**config.mk**
```make
export PLATFORM = sky130hd
export DESIGN_NAME = uart_lcd_cmd_ctrl_flat
export DESIGN_NICKNAME = d
export VERILOG_FILES = /design/src/rtl/uart_lcd_cmd_ctrl_if.sv /design/src/rtl/uart_lcd_cmd_ctrl.sv /design/src/flat_wrapper.sv
export SDC_FILE = /design/constraint.sdc
export NUM_CORES = 1
export LEC_CHECK = 0
export CAP_MARGIN = 20
export CORE_MARGIN = 2
export CORE_UTILIZATION = 30
export DETAILED_ROUTE_END_ITERATION = 10
export SYNTH_ARGS = -nofsm -noshare
export SYNTH_HDL_FRONTEND = slang
export SYNTH_SLANG_ARGS = --single-unit
```
**constraint.sdc**
```tcl
create_clock -name clk -period 5.2 [get_ports clk]
set_input_delay 1.04 -clock clk [delete_from_list [all_inputs] [get_ports clk]]
set_output_delay 1.04 -clock clk [all_outputs]
set_load 0.02 [all_outputs]
```
**src/rtl/uart_lcd_cmd_ctrl_if.sv**
```systemverilog
// uart_lcd_cmd_ctrl_if: UART byte stream in, LCD write handshake and status out
interface uart_lcd_cmd_ctrl_if #(
   parameter int FIFO_DEPTH = 16
);
   logic                        rx_done_tick;
   logic [7:0]                  rx_byte;
   logic                        lcd_busy;
   logic                        lcd_start;
   logic                        lcd_rs;
   logic [7:0]                  lcd_data;
   logic [$clog2(FIFO_DEPTH):0] fifo_level;
   logic                        overflow;
   logic                        init_done;
   modport master (
      output rx_done_tick, rx_byte, lcd_busy,
      input  lcd_start, lcd_rs, lcd_data, fifo_level, overflow, init_done
   );
   modport slave (
      input  rx_done_tick, rx_byte, lcd_busy,
      output lcd_start, lcd_rs, lcd_data, fifo_level, overflow, init_done
   );
endinterface

```
**src/rtl/uart_lcd_cmd_ctrl.sv**
```systemverilog
// uart_lcd_cmd_ctrl: ESC-protocol parser feeding a write FIFO drained by an LCD start/busy issuer; INIT_SEQ_EN adds a power-up command sequence
module uart_lcd_cmd_ctrl #(
   parameter int         FIFO_DEPTH  = 16,
   parameter logic [7:0] ESC_CODE    = 8'h1B,
   parameter int         ESC_TIMEOUT = 24000
) (
   input logic                clk,
   input logic                reset,
   uart_lcd_cmd_ctrl_if.slave bus
);
   localparam int AW = $clog2(FIFO_DEPTH);
   localparam int LW = AW + 1;
   localparam int TW = $clog2(ESC_TIMEOUT + 1);
   typedef enum logic {P_NORMAL, P_ESC} p_state_t;
   typedef enum logic [1:0] {S_IDLE, S_ISSUE, S_HOLD, S_WAIT} s_state_t;
   p_state_t      r_pstate, w_pstate_nx;
   s_state_t      r_state, w_state_nx;
   logic [TW-1:0] r_esc_cnt;
   logic [8:0]    r_mem [FIFO_DEPTH];
   logic [AW-1:0] r_wptr, r_rptr;
   logic [LW-1:0] r_level;
   logic          r_overflow, r_lcd_rs;
   logic [7:0]    r_lcd_data;
   logic          w_push, w_wr, w_pop, w_load, w_full, w_empty, w_init_done;
   logic [8:0]    w_push_entry, w_load_entry;
   assign w_full  = r_level == LW'(FIFO_DEPTH);
   assign w_empty = r_level == '0;
   assign w_wr    = w_push && (!w_full || w_pop);
   // Parser: classify each received byte as data, command or escape prefix
   always_comb begin
      w_pstate_nx  = r_pstate;
      w_push       = 1'b0;
      w_push_entry = {1'b1, bus.rx_byte};
      if (bus.rx_done_tick) begin
         w_pstate_nx = bus.rx_byte == ESC_CODE && r_pstate == P_NORMAL ? P_ESC : P_NORMAL;
         w_push      = r_pstate == P_ESC || bus.rx_byte != ESC_CODE;
         if (r_pstate == P_ESC) w_push_entry = {bus.rx_byte == ESC_CODE, bus.rx_byte};
      end else if (r_pstate == P_ESC && r_esc_cnt == TW'(ESC_TIMEOUT - 1)) begin
         w_pstate_nx = P_NORMAL;
      end
   end
   // Parser state and escape timeout counter; the counter only runs while an ESC waits
   always_ff @(posedge clk or negedge reset) begin
      if (!reset) begin
         r_pstate  <= P_NORMAL;
         r_esc_cnt <= '0;
      end else begin
         r_pstate  <= w_pstate_nx;
         r_esc_cnt <= r_pstate == P_ESC && !bus.rx_done_tick ? r_esc_cnt + TW'(1) : '0;
      end
   end
   // FIFO pointers, occupancy and sticky overflow
   always_ff @(posedge clk or negedge reset) begin
      if (!reset) begin
         r_wptr     <= '0;
         r_rptr     <= '0;
         r_level    <= '0;
         r_overflow <= 1'b0;
      end else begin
         if (w_wr) r_wptr <= r_wptr + AW'(1);
         if (w_pop) r_rptr <= r_rptr + AW'(1);
         r_level <= r_level + LW'(w_wr) - LW'(w_pop);
         if (w_push && w_full && !w_pop) r_overflow <= 1'b1;
      end
   end
   // FIFO storage needs no reset; occupancy decides what is valid
   always_ff @(posedge clk) begin
      if (w_wr) r_mem[r_wptr] <= w_push_entry;
   end
   // Issuer state register
   always_ff @(posedge clk or negedge reset) begin
      if (!reset) r_state <= S_IDLE;
      else r_state <= w_state_nx;
   end
   // Issuer next state: one write in flight; busy is ignored in the cycle after start
   always_comb begin
      w_state_nx = r_state;
      case (r_state)
         S_IDLE:  w_state_nx = w_load ? S_ISSUE : S_IDLE;
         S_ISSUE: w_state_nx = S_HOLD;
         S_HOLD:  w_state_nx = S_WAIT;
         default: w_state_nx = bus.lcd_busy ? S_WAIT : S_IDLE;
      endcase
   end
   // Issuer outputs: load a write when idle and the driver is free; FIFO pops only after init
   always_comb begin
      w_load        = r_state == S_IDLE && !bus.lcd_busy && (!w_init_done || !w_empty);
      w_pop         = w_load && w_init_done;
      bus.lcd_start = r_state == S_ISSUE;
   end
   // Write register held stable from one start until the next
   always_ff @(posedge clk or negedge reset) begin
      if (!reset) {r_lcd_rs, r_lcd_data} <= 9'h000;
      else if (w_load) {r_lcd_rs, r_lcd_data} <= w_load_entry;
   end
`ifdef INIT_SEQ_EN
   logic [1:0] r_init_idx;
   logic       r_init_done;
   logic [7:0] w_init_cmd;
   assign w_init_cmd = r_init_idx == 2'd0 ? 8'h38 : r_init_idx == 2'd1 ? 8'h0C : r_init_idx == 2'd2 ? 8'h06 : 8'h01;
   // Init sequencer advances each time a command finishes its busy wait
   always_ff @(posedge clk or negedge reset) begin
      if (!reset) begin
         r_init_idx  <= 2'd0;
         r_init_done <= 1'b0;
      end else if (!r_init_done && r_state == S_WAIT && !bus.lcd_busy) begin
         r_init_idx <= r_init_idx + 2'd1;
         if (r_init_idx == 2'd3) r_init_done <= 1'b1;
      end
   end
   assign w_init_done  = r_init_done;
   assign w_load_entry = r_init_done ? r_mem[r_rptr] : {1'b0, w_init_cmd};
`else
   assign w_init_done  = 1'b1;
   assign w_load_entry = r_mem[r_rptr];
`endif
   assign bus.lcd_rs     = r_lcd_rs;
   assign bus.lcd_data   = r_lcd_data;
   assign bus.fifo_level = r_level;
   assign bus.overflow   = r_overflow;
   assign bus.init_done  = w_init_done;
endmodule

```
**src/flat_wrapper.sv**
```systemverilog
// flat-port wrapper written by rule: the top's interface ports become plain ports
module uart_lcd_cmd_ctrl_flat 
#(
   parameter int         FIFO_DEPTH  = 16,
   parameter logic [7:0] ESC_CODE    = 8'h1B,
   parameter int         ESC_TIMEOUT = 24000
)
  (clk, reset, bus_rx_done_tick, bus_rx_byte, bus_lcd_busy, bus_lcd_start, bus_lcd_rs, bus_lcd_data, bus_fifo_level, bus_overflow, bus_init_done);
  uart_lcd_cmd_ctrl_if #(.FIFO_DEPTH(FIFO_DEPTH)) bus_i ();
  input logic clk;
  input logic reset;
  input wire logic [$bits(bus_i.rx_done_tick)-1:0] bus_rx_done_tick;
  input wire logic [$bits(bus_i.rx_byte)-1:0] bus_rx_byte;
  input wire logic [$bits(bus_i.lcd_busy)-1:0] bus_lcd_busy;
  output wire logic [$bits(bus_i.lcd_start)-1:0] bus_lcd_start;
  output wire logic [$bits(bus_i.lcd_rs)-1:0] bus_lcd_rs;
  output wire logic [$bits(bus_i.lcd_data)-1:0] bus_lcd_data;
  output wire logic [$bits(bus_i.fifo_level)-1:0] bus_fifo_level;
  output wire logic [$bits(bus_i.overflow)-1:0] bus_overflow;
  output wire logic [$bits(bus_i.init_done)-1:0] bus_init_done;
  assign bus_i.rx_done_tick = bus_rx_done_tick;
  assign bus_i.rx_byte = bus_rx_byte;
  assign bus_i.lcd_busy = bus_lcd_busy;
  assign bus_lcd_start = bus_i.lcd_start;
  assign bus_lcd_rs = bus_i.lcd_rs;
  assign bus_lcd_data = bus_i.lcd_data;
  assign bus_fifo_level = bus_i.fifo_level;
  assign bus_overflow = bus_i.overflow;
  assign bus_init_done = bus_i.init_done;
  uart_lcd_cmd_ctrl #(.FIFO_DEPTH(FIFO_DEPTH), .ESC_CODE(ESC_CODE), .ESC_TIMEOUT(ESC_TIMEOUT)) u_core (.clk(clk), .reset(reset), .bus(bus_i));
endmodule
```
After elaboration in Yosys (flattened, before gate mapping)
Memories as Yosys holds them, arrays and structs flattened. A register that Yosys moved wholly into a read port is not among the register bits. Cells that the tools add are included.

Bits in registers: 32. Bits in writable memories: 144. Bits of input ports: 12. Output and inout bits: 17. Memories kept: 1.

Memories: u_core.r_mem (words 16, width 9, read ports 1, clocked after Yosys merged registers in 1, wr ports 1, RTL line uart_lcd_cmd_ctrl.sv:19) `logic [8:0] r_mem [FIFO_DEPTH];`.

Add/sub/neg operators: 5. Equality and inequality tests: 6. Mux-type cells: 12. Bitwise gates (word level): 1. Reductions and logical operators: 19.

Operator list (number): 9-bit two-way mux (2); 15-bit by 1-bit adder with 15-bit output (second input constant) (1); 15-bit equality test (second input constant) (1); 15-bit two-way mux (1); 4-bit by 1-bit adder with 4-bit output (second input constant) (2); 8-bit by 5-bit equality test with 1-bit output (second input constant) (1); 1-bit logical AND (8); 8-bit by 5-bit inequality test with 1-bit output (second input constant) (1); 1-bit two-way mux (7); 1-bit logical NOT (6); 2-bit one-hot mux with 3 select lines (1); 5-bit by 1-bit adder with 5-bit output (1); 5-bit equality test (second input constant) (1); 5-bit logical NOT (1); 5-bit by 1-bit subtractor with 5-bit output (1); 2-bit by 1-bit equality test with 1-bit output (second input constant) (1); 2-bit equality test (second input constant) (1); 2-bit logical NOT (1); 1-bit logical OR (2); 2-bit two-way mux (1); 2-bit nonzero test (1); 1-bit inverter (1).

Longest topological paths before layout
Word-level depth: 7. Mapped depth: 13. Gate-level depth less buffers: 13.

Worst setup path before layout
Ideal clock, no wire load.

Kind: input to register. Start point: input port bus_lcd_busy. End point: memory u_core.r_mem[0][0] (enable). Setup time: 403 ps. Arrival: 2697 ps. Required time: 4797 ps. Path slack: 2100 ps. Stages: 4. Path buffers: 0. Cell sequence: nand2b_1 > a31oi_1 > nand2_1 > nor4b_1.

Longest elaborated chain between the ends: 7.

Ends and longest elaborated chain: start: declaration (RTL line flat_wrapper.sv:14) `input wire logic [$bits(bus_i.lcd_busy)-1:0] bus_lcd_busy;`; 1-bit logical NOT (RTL line uart_lcd_cmd_ctrl.sv:87) `w_load = r_state == S_IDLE && !bus.lcd_busy && (!w_init_done || !w_empty);`; 1-bit logical AND (2 in a row) (RTL line uart_lcd_cmd_ctrl.sv:87); 1-bit logical OR (RTL line uart_lcd_cmd_ctrl.sv:28) `assign w_wr = w_push && (!w_full || w_pop);`; 1-bit logical AND (RTL line uart_lcd_cmd_ctrl.sv:28); 1-bit two-way mux (RTL line uart_lcd_cmd_ctrl.sv:68) `if (w_wr) r_mem[r_wptr] <= w_push_entry;`; 1-bit two-way mux (implied by the code) (RTL line uart_lcd_cmd_ctrl.sv:68); end: declaration (RTL line uart_lcd_cmd_ctrl.sv:19).

No other way between the ends.

Worst setup path after layout
Start point: input port bus_rx_byte[4]. End point: register u_core.r_level[4] (netlist: u_core.bus.fifo_level[4]).

Longest elaborated chain between the ends: 6.

Ends and longest elaborated chain: start: declaration (RTL line flat_wrapper.sv:13) `input wire logic [$bits(bus_i.rx_byte)-1:0] bus_rx_byte;`; 8-bit by 5-bit inequality test with 1-bit output (RTL line uart_lcd_cmd_ctrl.sv:36) `w_push = r_pstate == P_ESC || bus.rx_byte != ESC_CODE;`; 1-bit logical OR (RTL line uart_lcd_cmd_ctrl.sv:36); 1-bit two-way mux (RTL line uart_lcd_cmd_ctrl.sv:34) `if (bus.rx_done_tick) begin`; 1-bit logical AND (RTL line uart_lcd_cmd_ctrl.sv:28); 5-bit by 1-bit adder with 5-bit output (RTL line uart_lcd_cmd_ctrl.sv:62) `r_level <= r_level + LW'(w_wr) - LW'(w_pop);`; 5-bit by 1-bit subtractor with 5-bit output (RTL line uart_lcd_cmd_ctrl.sv:62); end signal: assignment (RTL line uart_lcd_cmd_ctrl.sv:62); end: declaration (RTL line uart_lcd_cmd_ctrl.sv:21) `logic [LW-1:0] r_level;`.

No other way between the ends. A chain may end at the register's enable or synchronous reset.

==> results_dict.tcl <==
set metrics [dict create \
    chipWidth_um 163 \
    ff_latch_area_sq_mm 0.00535 \
    port_buffers 27 \
    status "completed" \
    crit_family "simple AND/OR/NAND/NOR gates" \
    timing.setup.critical_path_class "primary input to flip-flop" \
    final_cell_area_sq_mm 0.00887 \
    critPathBufInv 2 \
    routed_wire_length_per_instance_um 19.3 \
    detail_route.drc_violations 0 \
    nNetsFinal 491 \
    hp-class "primary input to asynchronous set/reset pin" \
    timing.critical_path.from_type "primary input" \
    floorplan.io_pins 29 \
    drt.antenna.violating_nets 0 \
    final_layout_size_suffix_gt1_share_pct 17.6 \
    cp_slowest_stage_delay_ns 0.79 \
    yosys_register_bits 185 \
    place_area_sq_mm 0.00825 \
    postCtsSetupRepairBufs 0 \
    timing.critical_path.mode_cell "nor2_1" \
    commonest_cells_after_routing_fill_and_taps_aside "edfxtp_1 (144), dfrtp_1 (39), mux4_2 (37)" \
    slowest_stage "clkdlybuf4s50_1" \
    die_area_sq_mm 0.0265 \
    clock_tree_from_tritoncts "yes" \
    critical_path.endpoint_type "flip-flop" \
    grt_max_degree 42 \
    multi_input_comb_area_sq_mm 0.00210 \
    crit-reg2reg-launch "u_core.bus.fifo_level[3]" \
    most_common_cell_after_layout_fill_and_taps_aside "edfxtp_1" \
    gp_congestion 0.776 \
    cts.clk_slew.worst_paths_ns 0.07 \
    final_cells 806 \
    pre_cts_ws_ns 0.861 \
    first_pass_iters 4 \
    synth.cell_area_sq_mm 0.00757 \
    leakage_uw 0.00309 \
    power.density_cell_area_mw_per_mm2 518 \
    fin_total_pwr_uw 4600 \
    via_count 3879 \
    htree_levels 4 \
    crit_arrival_ns 4.25 \
    rsz_0062_raised_after_global_routing "false" \
    avgSynthCellArea_sq_um 17.7 \
    share_of_the_yosys_chip_area_belonging_to_registers_pct 70.7 \
    cts_root_buf "clkbuf_16" \
    cts_inserted_buffers 17 \
    syn_to_final_growth_pct 17.2 \
    post_route_clock_skew_ns 0.00787 \
    grt_first_pass_wirelength_um 24400 \
    critPathMaxFanout 17 \
    dpl.hpwl_um 9540 \
    drv.max_cap_violation_count 0 \
    grt.overflow.total 0 \
    core.rowCount 58 \
    crit_start "bus_rx_byte[4]" \
    fp.dieH_um 163 \
    filler_cell_count 2349 \
    cts_max_path_buffers 2 \
    area_inside_the_core_boundary_sq_mm 0.0250 \
    worst-endpoint-required_ns 5.56 \
    synth.distinct_cells 42 \
    clkLatencyLatePin_ns 0.43 \
    antenna_found_initial 0 \
    route.final.wire_length_um 15600 \
    synthesized_net_count 455 \
    highest_ir_drop_seen_on_vdd_mv 0.324 \
    diodes 0 \
    starting_density_of_the_core_pct 30.3 \
    vias_cell 4.81 \
    number_of_resized_instances_in_the_post_cts_repair_step 0 \
    setup_viol 0 \
    drtIter0Drc 302 \
    cp_cell_sequence "clkdlybuf4s50_1 > nor4b_1 > nand3b_1 > nand2_1 > inv_1 > ha_1 > fa_1 > a21oi_1 > nor2_1 > nor2_1 > xnor2_1" \
    max_slew_margin_pct 33.5 \
    synthesis.yosys.warnings 0 \
    achievable-frequency_ghz 0.257 \
    fin_crit_ns 3.89 \
    worst_pin_slew_ns 0.993 \
    totalNegativeSetupSlack_ns 0 \
    post-route-period-util_pct 74.8 \
    postLayoutSetupSlackWorst_ns 1.31 \
    final-hold-violation-count 0 \
    grt_pass1_vias 4184 \
    clock_sinks 185 \
    globalRouteTotalUtil_pct 12.6 \
    final_max_slew_violation_count 0 \
    dpl.cell_count 773 \
    cts-hold-fix-buffers 0 \
    netlist_instances 427 \
]
[worst paths after layout]
kind / endpoint / slack (ns) / cells past startpoint
setup / recovery: u_core.bus.fifo_level[4] / 1.31 / 11
hold / removal: u_core.r_esc_cnt[0] / 0.44 / 1
setup reg to reg: u_core.bus.fifo_level[4] / 2.08 / 14
hold reg to reg: u_core.bus.overflow / 0.48 / 1
max in group asynchronous: u_core.r_rptr[0] / 4.30 / 2
min in group clk: u_core.bus.overflow / 0.48 / 1
[cells by family (layout without fill, tap and decap cells)]
family / Yosys count / after routing / share of synthesized area (%)
DFF: 185 / 185 / 70.7
and+or+nand+nor: 83 / 83 / 6.36
muxes: 45 / 45 / 12.1
AOI/OAI and AO/OA: 44 / 44 / 3.90
buffers and inverters: 35 / 84 / 2.12
xor gates and xnor gates: 18 / 18 / 2.08
adders and majority gates: 16 / 16 / 2.74
other: 1 / 1 / 0.0495
[power by group]
part           switching (uW)  internal [uW]
Sequential                273           1810
Clock                     549            758
Combinational             574            634
Total                    1400           3200
[registers in the layout (all words and copies together), names as in the netlist]
| register | count |
|---|---|
| u_core.r_mem | 144 |
| u_core.r_esc_cnt | 15 |
| u_core.bus.lcd_data | 8 |
| u_core.bus.fifo_level | 5 |
| u_core.r_rptr | 4 |
| u_core.r_wptr | 4 |
| u_core.r_state | 2 |
| u_core.bus.lcd_rs | 1 |
| u_core.bus.overflow | 1 |
| u_core.r_pstate | 1 |
[stage by stage]
| step | hold WS [ns] | utilization, % |
|---|---|---|
| 6_report | 0.437 | 35.5 |
| 4_1_cts | 0.483 | 35.5 |
| 2_1_floorplan | 0.455 | - |
| 5_1_grt | 0.425 | 35.5 |
| 3_5_place_dp | 0.459 | 33.1 |
| 3_3_place_gp | 0.451 | 33.1 |
[cell type report]
cell class	count	area share, %
sequential	185	60.3
clock inverter	14	1.90
multi-input combinational	207	23.7
timing repair buffer	36	3.89
clock buffer	18	4.84
tap	330	4.65
inverter	16	0.677
[routing by layer]
metal | routed length (um) | global-route usage, % | vias to the layer above
met4 | 188 | 3.86 | 0
met5 | 0 | 0 | -
met3 | 953 | 4.15 | 11
li1 | - | - | 1761
met2 | 7470 | 19.7 | 96
met1 | 6950 | 16.7 | 2011
[cells in the mapped netlist, drive strengths merged]
cell    instances  area [sq um]
nor2           15          56.3
a21oi           5          25.0
and4b           9          90.1
xor2            6          52.6
nor3            1          5.00
a211oi          9          67.6
o21ai           6          30.0
ha             15           188
nor4            1          6.26
and4            4          35.0
nand3b          1          7.51
a31o            2          17.5
nor4b           6          52.6
or4             1          7.51
fa              1          20.0
edfxtp        144          4320
and2            2          12.5
nand4           4          25.0
and3            4          25.0
mux2i           8          80.1
conb            1          3.75
nor3b           1          7.51
or2             1          6.26
mux4           37           833
xnor2          12           105
a31oi           1          6.26
nand2          21          78.8
nand3           7          35.0
o22ai           8          50.1
buf            13          77.6
inv            16          60.1
dfrtp          41          1030
a21o           11          82.6
or3             2          12.5
nor2b           1          6.26
nand2b          2          12.5
o311ai          1          8.76
o211ai          1          7.51
clkbuf          6          22.5
Power figures use the tool's default switching activity.
